--- src/rtl/rr_grant_scheduler_pkg.sv ---
// Shared constants, FSM encoding and helpers for the round-robin grant scheduler.
package rr_grant_scheduler_pkg;

  localparam int RR_NUM_REQ      = 4;
  localparam int RR_ID_W         = 2;
  localparam int RR_MAX_HOLD_DEF = 16;
  localparam int RR_HOLD_W       = 8;

  typedef enum logic [1:0] {
    ST_IDLE  = 2'd0,
    ST_GRANT = 2'd1,
    ST_TURN  = 2'd2
  } state_e;

  function automatic logic [RR_NUM_REQ-1:0] id_to_onehot(input logic [RR_ID_W-1:0] id);
    id_to_onehot = {{(RR_NUM_REQ-1){1'b0}}, 1'b1} << id;
  endfunction

endpackage

--- src/rtl/rr_grant_scheduler_if.sv ---
// Request/release inputs and grant outputs of the scheduler, bundled for port use.
interface rr_grant_scheduler_if;
  import rr_grant_scheduler_pkg::*;

  logic [RR_NUM_REQ-1:0] req;
  logic [RR_NUM_REQ-1:0] done;
  logic [RR_NUM_REQ-1:0] gnt;
  logic                  gnt_valid;
  logic [RR_ID_W-1:0]    gnt_id;
  logic                  timeout;

  modport master (output req, done, input gnt, gnt_valid, gnt_id, timeout);
  modport slave  (input req, done, output gnt, gnt_valid, gnt_id, timeout);

endinterface

--- src/rtl/rr_grant_scheduler_pick.sv ---
// Combinational rotating-priority search: first set request at or above ptr, modulo 4.
module rr_pick
  import rr_grant_scheduler_pkg::*;
(
  input  logic [RR_NUM_REQ-1:0] req_i,
  input  logic [RR_ID_W-1:0]    ptr_i,
  output logic                  pick_valid_o,
  output logic [RR_ID_W-1:0]    pick_id_o
);

  logic [RR_ID_W-1:0] idx;

  // Scan from the farthest offset down so the nearest requester above ptr wins.
  always_comb begin
    pick_valid_o = 1'b0;
    pick_id_o    = 2'd0;
    idx          = 2'd0;
    for (int i = RR_NUM_REQ - 1; i >= 0; i--) begin
      idx = ptr_i + 2'(i);
      if (req_i[idx]) begin
        pick_valid_o = 1'b1;
        pick_id_o    = idx;
      end else begin
        pick_valid_o = pick_valid_o;
      end
    end
  end

endmodule

--- src/rtl/rr_grant_scheduler.sv ---
// Round-robin grant scheduler with bounded ownership, one-cycle turnaround and timeout pulse.
module rr_grant_scheduler
  import rr_grant_scheduler_pkg::*;
#(
  parameter int NUM_REQ  = RR_NUM_REQ,
  parameter int MAX_HOLD = RR_MAX_HOLD_DEF
) (
  input  logic                 clk_i,
  input  logic                 reset_i,
  rr_grant_scheduler_if.slave  bus
);

  localparam logic [RR_HOLD_W-1:0] HOLD_LAST = RR_HOLD_W'(MAX_HOLD - 1);

  state_e                 state_q, state_d;
  logic [RR_ID_W-1:0]     owner_q, owner_d;
  logic [RR_ID_W-1:0]     ptr_q, ptr_d;
  logic [RR_HOLD_W-1:0]   hold_q, hold_d;
  logic [NUM_REQ-1:0]     gnt_q, gnt_d;
  logic                   gnt_valid_q, gnt_valid_d;
  logic [RR_ID_W-1:0]     gnt_id_q, gnt_id_d;
  logic                   timeout_q, timeout_d;

  logic                   pick_valid;
  logic [RR_ID_W-1:0]     pick_id;
  logic                   rel_done, rel_drop, rel_max;

  rr_pick u_pick (
    .req_i        (bus.req),
    .ptr_i        (ptr_q),
    .pick_valid_o (pick_valid),
    .pick_id_o    (pick_id)
  );

  // Next-state and registered-output decode; outputs default to the no-owner pattern.
  always_comb begin
    state_d     = state_q;
    owner_d     = owner_q;
    ptr_d       = ptr_q;
    hold_d      = hold_q;
    gnt_d       = {NUM_REQ{1'b0}};
    gnt_valid_d = 1'b0;
    gnt_id_d    = 2'd0;
    timeout_d   = 1'b0;
    rel_done    = bus.done[owner_q];
    rel_drop    = ~bus.req[owner_q];
    rel_max     = (hold_q == HOLD_LAST);
    case (state_q)
      ST_IDLE: begin
        if (pick_valid) begin
          state_d     = ST_GRANT;
          owner_d     = pick_id;
          hold_d      = {RR_HOLD_W{1'b0}};
          gnt_d       = id_to_onehot(pick_id);
          gnt_valid_d = 1'b1;
          gnt_id_d    = pick_id;
        end else begin
          state_d = ST_IDLE;
        end
      end
      ST_GRANT: begin
        if (rel_done || rel_drop || rel_max) begin
          state_d   = ST_TURN;
          ptr_d     = owner_q + 2'd1;
          // A coincident done or request drop makes the release normal, not a timeout.
          timeout_d = rel_max & ~rel_done & ~rel_drop;
        end else begin
          hold_d      = hold_q + RR_HOLD_W'(1);
          gnt_d       = gnt_q;
          gnt_valid_d = 1'b1;
          gnt_id_d    = owner_q;
        end
      end
      ST_TURN: begin
        state_d = ST_IDLE;
      end
      default: begin
        state_d = ST_IDLE;
      end
    endcase
  end

  // State and output registers with synchronous reset.
  always_ff @(posedge clk_i) begin
    if (reset_i) begin
      state_q     <= ST_IDLE;
      owner_q     <= 2'd0;
      ptr_q       <= 2'd0;
      hold_q      <= {RR_HOLD_W{1'b0}};
      gnt_q       <= {NUM_REQ{1'b0}};
      gnt_valid_q <= 1'b0;
      gnt_id_q    <= 2'd0;
      timeout_q   <= 1'b0;
    end else begin
      state_q     <= state_d;
      owner_q     <= owner_d;
      ptr_q       <= ptr_d;
      hold_q      <= hold_d;
      gnt_q       <= gnt_d;
      gnt_valid_q <= gnt_valid_d;
      gnt_id_q    <= gnt_id_d;
      timeout_q   <= timeout_d;
    end
  end

  assign bus.gnt       = gnt_q;
  assign bus.gnt_valid = gnt_valid_q;
  assign bus.gnt_id    = gnt_id_q;
  assign bus.timeout   = timeout_q;

endmodule

--- src/flat_wrapper.sv ---
// flat-port wrapper written by rule: the top's interface ports become plain ports
module rr_grant_scheduler_flat import rr_grant_scheduler_pkg::*;
#(
  parameter int NUM_REQ  = RR_NUM_REQ,
  parameter int MAX_HOLD = RR_MAX_HOLD_DEF
)
  (clk_i, reset_i, bus_req, bus_done, bus_gnt, bus_gnt_valid, bus_gnt_id, bus_timeout);
  rr_grant_scheduler_if bus_i ();
  input  logic clk_i;
  input  logic reset_i;
  input wire logic [$bits(bus_i.req)-1:0] bus_req;
  input wire logic [$bits(bus_i.done)-1:0] bus_done;
  output wire logic [$bits(bus_i.gnt)-1:0] bus_gnt;
  output wire logic [$bits(bus_i.gnt_valid)-1:0] bus_gnt_valid;
  output wire logic [$bits(bus_i.gnt_id)-1:0] bus_gnt_id;
  output wire logic [$bits(bus_i.timeout)-1:0] bus_timeout;
  assign bus_i.req = bus_req;
  assign bus_i.done = bus_done;
  assign bus_gnt = bus_i.gnt;
  assign bus_gnt_valid = bus_i.gnt_valid;
  assign bus_gnt_id = bus_i.gnt_id;
  assign bus_timeout = bus_i.timeout;
  rr_grant_scheduler #(.NUM_REQ(NUM_REQ), .MAX_HOLD(MAX_HOLD)) u_core (.clk_i(clk_i), .reset_i(reset_i), .bus(bus_i));
endmodule
--- config.mk ---
export PLATFORM = sky130hd
export DESIGN_NAME = rr_grant_scheduler_flat
export DESIGN_NICKNAME = d
export VERILOG_FILES = /design/src/rtl/rr_grant_scheduler_pkg.sv /design/src/rtl/rr_grant_scheduler_if.sv /design/src/rtl/rr_grant_scheduler_pick.sv /design/src/rtl/rr_grant_scheduler.sv /design/src/flat_wrapper.sv
export SDC_FILE = /design/constraint.sdc
export NUM_CORES = 1
export LEC_CHECK = 0
export BUFFER_PORTS_ARGS = -buffer_cell sky130_fd_sc_hd__buf_2
export CAP_MARGIN = 20
export CORE_MARGIN = 4
export CORE_UTILIZATION = 40
export CTS_BUF_LIST = sky130_fd_sc_hd__clkbuf_2 sky130_fd_sc_hd__clkbuf_4 sky130_fd_sc_hd__clkbuf_8
export DETAILED_ROUTE_END_ITERATION = 12
export MAX_ROUTING_LAYER = met4
export SLEW_MARGIN = 20
export SYNTH_ARGS = -nofsm -noshare
export SYNTH_HDL_FRONTEND = slang
export SYNTH_SLANG_ARGS = --single-unit
--- constraint.sdc ---
create_clock -name clk_i -period 2.5 [get_ports clk_i]
set_clock_uncertainty 0.2 [all_clocks]
set_input_delay 0 -clock clk_i [delete_from_list [all_inputs] [get_ports clk_i]]
set_output_delay 0 -clock clk_i [all_outputs]
set_load 0.005 [all_outputs]
Word-level counts from Yosys, hierarchy flattened
Index checks and enable logic that the tools add are counted.
Operators by class
  mux-type cells: 35
  shift operators: 1
  div/mod/pow operators: 0
  eq/ne operators: 5
  multiply operators: 0
  $lt $le $gt $ge: 5
  reduce and logical (&&, ||, !) cells: 8
  $add $sub $neg: 5
  bitwise logic cells: 6
Operators with widths (number)
  8-bit two-way mux: 2
  8-bit case mux with 2 select lines: 1
  2-bit by 3-bit less-than comparator with 1-bit output (second input constant): 5
  2-bit two-way mux: 7
  1-bit two-way mux: 13
  1-bit binary-select mux with 2-bit select: 6
  8-bit by 1-bit adder with 8-bit output (second input constant): 1
  8-bit by 4-bit equality test with 1-bit output (second input constant): 1
  4-bit two-way mux: 2
  2-bit case mux with 2 select lines: 2
  4-bit case mux with 2 select lines: 1
  2-bit by 1-bit adder with 2-bit output (second input constant): 2
  2-bit adder (second input constant): 2
  2-bit by 1-bit != test with 1-bit output (second input constant): 2
  1-bit inverter: 4
  2-bit AND reduction: 2
  1-bit by 2-bit left shift with 4-bit output (first input constant): 1
  3-bit AND reduction: 1
  3-bit OR reduction: 1
  1-bit AND: 2
  2-bit by 1-bit equality test with 1-bit output (second input constant): 1
  2-bit logical NOT: 1
  1-bit logical OR: 2
  2-bit != test (second input constant): 1
  2 further kinds: 2
Storage, ports and cells
  ROM bits: 0
  register bits after elaboration: 22
  logic and storage cells: 73
  memory bits (writable): 0
  latch bits: 0
  input bits: 10
  output and inout bits: 8
  memories kept: 0

Logic depth before layout (Yosys ltp)
  word-level depth: 10
  gate-level depth with buffers: 5
  gate-level depth less buffers: 5

By module
From an unflattened synthesis, not the netlist that was laid out.
Unflattened totals
  cells, all modules: 122
  area total of the unflattened synthesis: 1028.5 um2
Modules (own cells, without submodules)
  rr_grant_scheduler: area an instance 950.9 um2, cells each 109, times used 1
  rr_pick: area an instance 77.6 um2, cells each 13, times used 1

Worst setup path after synthesis
Ideal clock, no wire load.
  path type: reg2reg
  start: reg u_core.owner_q[1]
  end: reg u_core.hold_q[0]
  data required time: 2.166 ns
  path slack: 0.609 ns
  data arrival time: 1.557 ns
  cell stages (with the launch flop): 5
  clock period less this slack: 1.891 ns
  cells stage by stage: dfxtp_1 -> mux4_2 -> buf_2 -> o311ai_0 -> o31ai_1
On the way
  cells in the longest elaborated chain, start to end: 7
RTL lines
  start: declaration: line rr_grant_scheduler.sv:16  | logic [RR_ID_W-1:0] owner_q, owner_d;
  start signal: assignment: line rr_grant_scheduler.sv:96  | owner_q <= owner_d;
  1-bit binary-select mux with 2-bit select: line rr_grant_scheduler.sv:46  | rel_drop = ~bus.req[owner_q];
  1-bit two-way mux (implied by the code): line rr_grant_scheduler.sv:46
  1-bit inverter: line rr_grant_scheduler.sv:46
  1-bit logical OR * (2 in series): line rr_grant_scheduler.sv:62  | if (rel_done || rel_drop || rel_max) begin
  2-bit != test (no source line) *
  3-bit AND reduction (no source line) *
  end signal: assignment: line rr_grant_scheduler.sv:89  | hold_q <= {RR_HOLD_W{1'b0}};
  end signal: assignment: line rr_grant_scheduler.sv:98  | hold_q <= hold_d;
  end: declaration: line rr_grant_scheduler.sv:18  | logic [RR_HOLD_W-1:0] hold_q, hold_d;
Every way passes the cells marked *; elsewhere a longest branch is shown, timed or not. The select of a mux whose other input is x is not followed.
A chain may end at the register's enable or synchronous reset.

Final worst setup path
  start: in bus_req[3]
  end: reg u_core.hold_q[2]
On the way
  cells in the longest elaborated chain, start to end: 8
RTL lines
  start: declaration: line flat_wrapper.sv:11  | input wire logic [$bits(bus_i.req)-1:0] bus_req;
  1-bit binary-select mux with 2-bit select: line rr_grant_scheduler_pick.sv:20  | if (req_i[idx]) begin
  1-bit two-way mux (implied by the code): line rr_grant_scheduler_pick.sv:20
  1-bit two-way mux (4 in series): line rr_grant_scheduler_pick.sv:20
  2-bit by 1-bit != test with 1-bit output (no source line)
  3-bit AND reduction (no source line) *
Marks and branches as above.

==> impl_metrics.toml <==
[global_routing]
global_route_wire_length_before_repair_um = 4320
grt_start_max_net_pins = 17
number_of_antenna_violations_at_the_first_check_in_global_routing = 0
grt-ovfl-total = 0
vias_in_the_first_global_route = 1007
grt_util_all_layers = 0.160

[timing]
setup_viol = 0
slew_viol_final = 0
hold_viol = 0
setup_tns_ps = 0
worst_slew_margin_rel = 0.510
timing.final.crit_share = 0.885
max_freq_mhz = 452
tightest_slew_ps = 727
rsz0062_at_grt = "no"
final_period_minus_worst_setup_slack_ps = 2210

[floorplanning]
core-area_mm2 = 0.00273
start_util = 0.413
die_height_um = 61.1
die-area_mm2 = 0.00374
die_w_um = 61.1
ioPinCount = 18
row_count = 19

[setup_path]
worstSetupEndpointType = "flip-flop"
slowest_stage = "sky130_fd_sc_hd__or4_1"
cp_data_arrival_time_ps = 2270
max_stage_delay_ps = 590
cp_max_fo = 7
gate_family_responsible_for_the_most_delay_along_the_worst_path = "simple AND/OR/NAND/NOR gates"
cp.depth = 6
setup.worst_path.class = "input pin to flip-flop"
worst_ep_required_time_ps = 2560
worstSetupStartpointType = "input pin"
worstPathCellList = "dlygate4sd3_1 -> buf_2 -> nor4_1 -> o21ai_0 -> or4_1 -> nand2_1"
r2r_cells = 3
critPathBufInv = 2

[hold_path]
holdCritPathClass = "input pin to flip-flop"
hold-path-cell-count = 4

[clock_network]
insertion_delay_ps = 310
clock_tree.buffer_depth = 2
htreeDepth = 1
cts_inserted_buffers = 3
clk_root_buffer_cell = "sky130_fd_sc_hd__clkbuf_4"
cts.reportedPaths.clkPinSlew_ps = 130
clock_sinks = 22
cts_repair_resize_count = 0
cts_tree = "done"

[final_layout]
seq_area_um2 = 440
layout-drive-gt1-share = 0.180
nNetsFinal = 162
final_cell_mix = "22 x sky130_fd_sc_hd__dfxtp_1, 17 x sky130_fd_sc_hd__buf_2, 13 x sky130_fd_sc_hd__nand2_1"
final_cell_area_mm2 = 0.00133
multi_input_area_um2 = 654
fin_cells = 181
num_antenna_cells = 0
final_common_cell = "sky130_fd_sc_hd__dfxtp_1"
fillers = 259
synth_to_final_area_change_pct = 17.5

[logic_synthesis]
synth_fp_nets = 140
synthesis.instances = 129
synth_warnings = 0
synth_seq_area_share = 0.390
synthesis.area_mm2 = 0.00113
dominantRegCellSynth = "sky130_fd_sc_hd__dfxtp_1"
synth_edf_count = 0
synth_cell_type_count = 38
synth_area_per_cell_um2 = 8.76
seq_cells_post_synth = 22
synth_async_sr_flop_share = 0

[placement]
globalplace.congestion = 0.769
hpwlAfterDp_um = 1980
placement.io_buffers = 17
place_inst = 174
post_dp_cell_area_mm2 = 0.00124

[power]
peak_supply_drop_mv = 0.523
cellPowerDensity_mw_per_mm2 = 620
p_leak_nw = 0.503

[job]
drv_cap = 0

[route]
firstDrtPassIters = 4
via_count = 1059
via_per_inst = 5.85
initialDrtViolationCount = 37
detail_route.wl_per_cell_um = 14.2
drt_wl_total_um = 2580
detail_route.drc_violations = 0
drt.antenna.violating_nets = 0

[outcome]
outcome = "complete, no violations"
metal layers:
layer,wire [um],share of wire,vias up,track usage
met5,0,0,-,-
met4,14,0.0054,0,0.0279
met3,75,0.029,2,0.0440
met2,1380,0.54,15,0.284
met1,1100,0.43,506,0.180
li1,-,-,536,-
through the flow:
stage | hold WS, ps | power [W] | utilization | setup slack [ps]
6_report | 50.6 | 0.000824 | 0.486 | 287
3_5_place_dp | 153 | 0.000555 | 0.455 | 461
4_1_cts | 43.3 | 0.000832 | 0.486 | 292
3_3_place_gp | 154 | 0.000550 | 0.455 | 470
2_1_floorplan | -15.4 | 0.000502 | - | 609
5_1_grt | 91.0 | 0.000870 | 0.486 | 135
final timing paths:
| path | from | end | slack (ps) |
|---|---|---|---|
| setup / recovery | bus_req[3] | u_core.hold_q[2] | 290 |
| hold / removal | bus_req[1] | u_core.bus.gnt[2] | 50 |
| hold reg to reg | u_core.bus.gnt[1] | u_core.bus.gnt[1] | 280 |
| setup reg to reg | u_core.owner_q[1] | u_core.hold_q[5] | 410 |
cells in the mapped netlist, drive strengths merged (4+ instances only):
master  number  area share
or3          4       0.022
nor2         4       0.013
a21oi       11       0.049
dfxtp       22        0.39
or4          5       0.033
inv          5       0.017
o21ai        4       0.018
nor2b        5       0.028
o211ai       5       0.033
nand2b       5       0.028
o32ai        5       0.039
nand2       13       0.043
power by group:
part           switching [W]  internal (W)
Sequential         0.0000222      0.000374
Clock               0.000111      0.000162
Combinational      0.0000863     0.0000684
layout make-up:
type | instances | share of cell area
Multi-Input combinational cell | 98 | 0.493
Inverter | 5 | 0.0141
Clock buffer | 3 | 0.0170
Sequential cell | 22 | 0.332
Clock inverter | 1 | 0.0226
Tap cell | 31 | 0.0292
Timing Repair Buffer | 21 | 0.0924
registers in the layout, indices dropped and copies added (netlist names):
register	flops
u_core.bus.timeout	1
u_core.bus.gnt_valid	1
u_core.state_q	2
u_core.ptr_q	2
u_core.hold_q	8
u_core.bus.gnt_id	2
u_core.owner_q	2
u_core.bus.gnt	4
worst register-to-register path: stages, from the launching register on:
cell	delay, ps
sky130_fd_sc_hd__dfxtp_1	460
sky130_fd_sc_hd__mux4_2	680
sky130_fd_sc_hd__or4_1	540
sky130_fd_sc_hd__a21oi_1	140
cells by family (layout without fill, tap and decap cells):
kind of cell / Yosys count / count (layout) / share of synthesized area
AO/OA/AOI/OAI: 41 / 41 / 0.251
XOR/XNOR: 1 / 1 / 0.00775
adder cells (fa/ha/maj): 1 / 1 / 0.0111
buffers and inverters: 9 / 30 / 0.0310
flip-flops: 22 / 22 / 0.390
multiplexers: 4 / 4 / 0.0576
AND/OR/NAND/NOR: 51 / 51 / 0.251
timing repair:
action | in CTS | in global routing
endpoints found under the hold margin | 13 | 0
hold buffers | 3 | 0
setup buffers | 0 | 0
(Power assumes the default switching activity.)
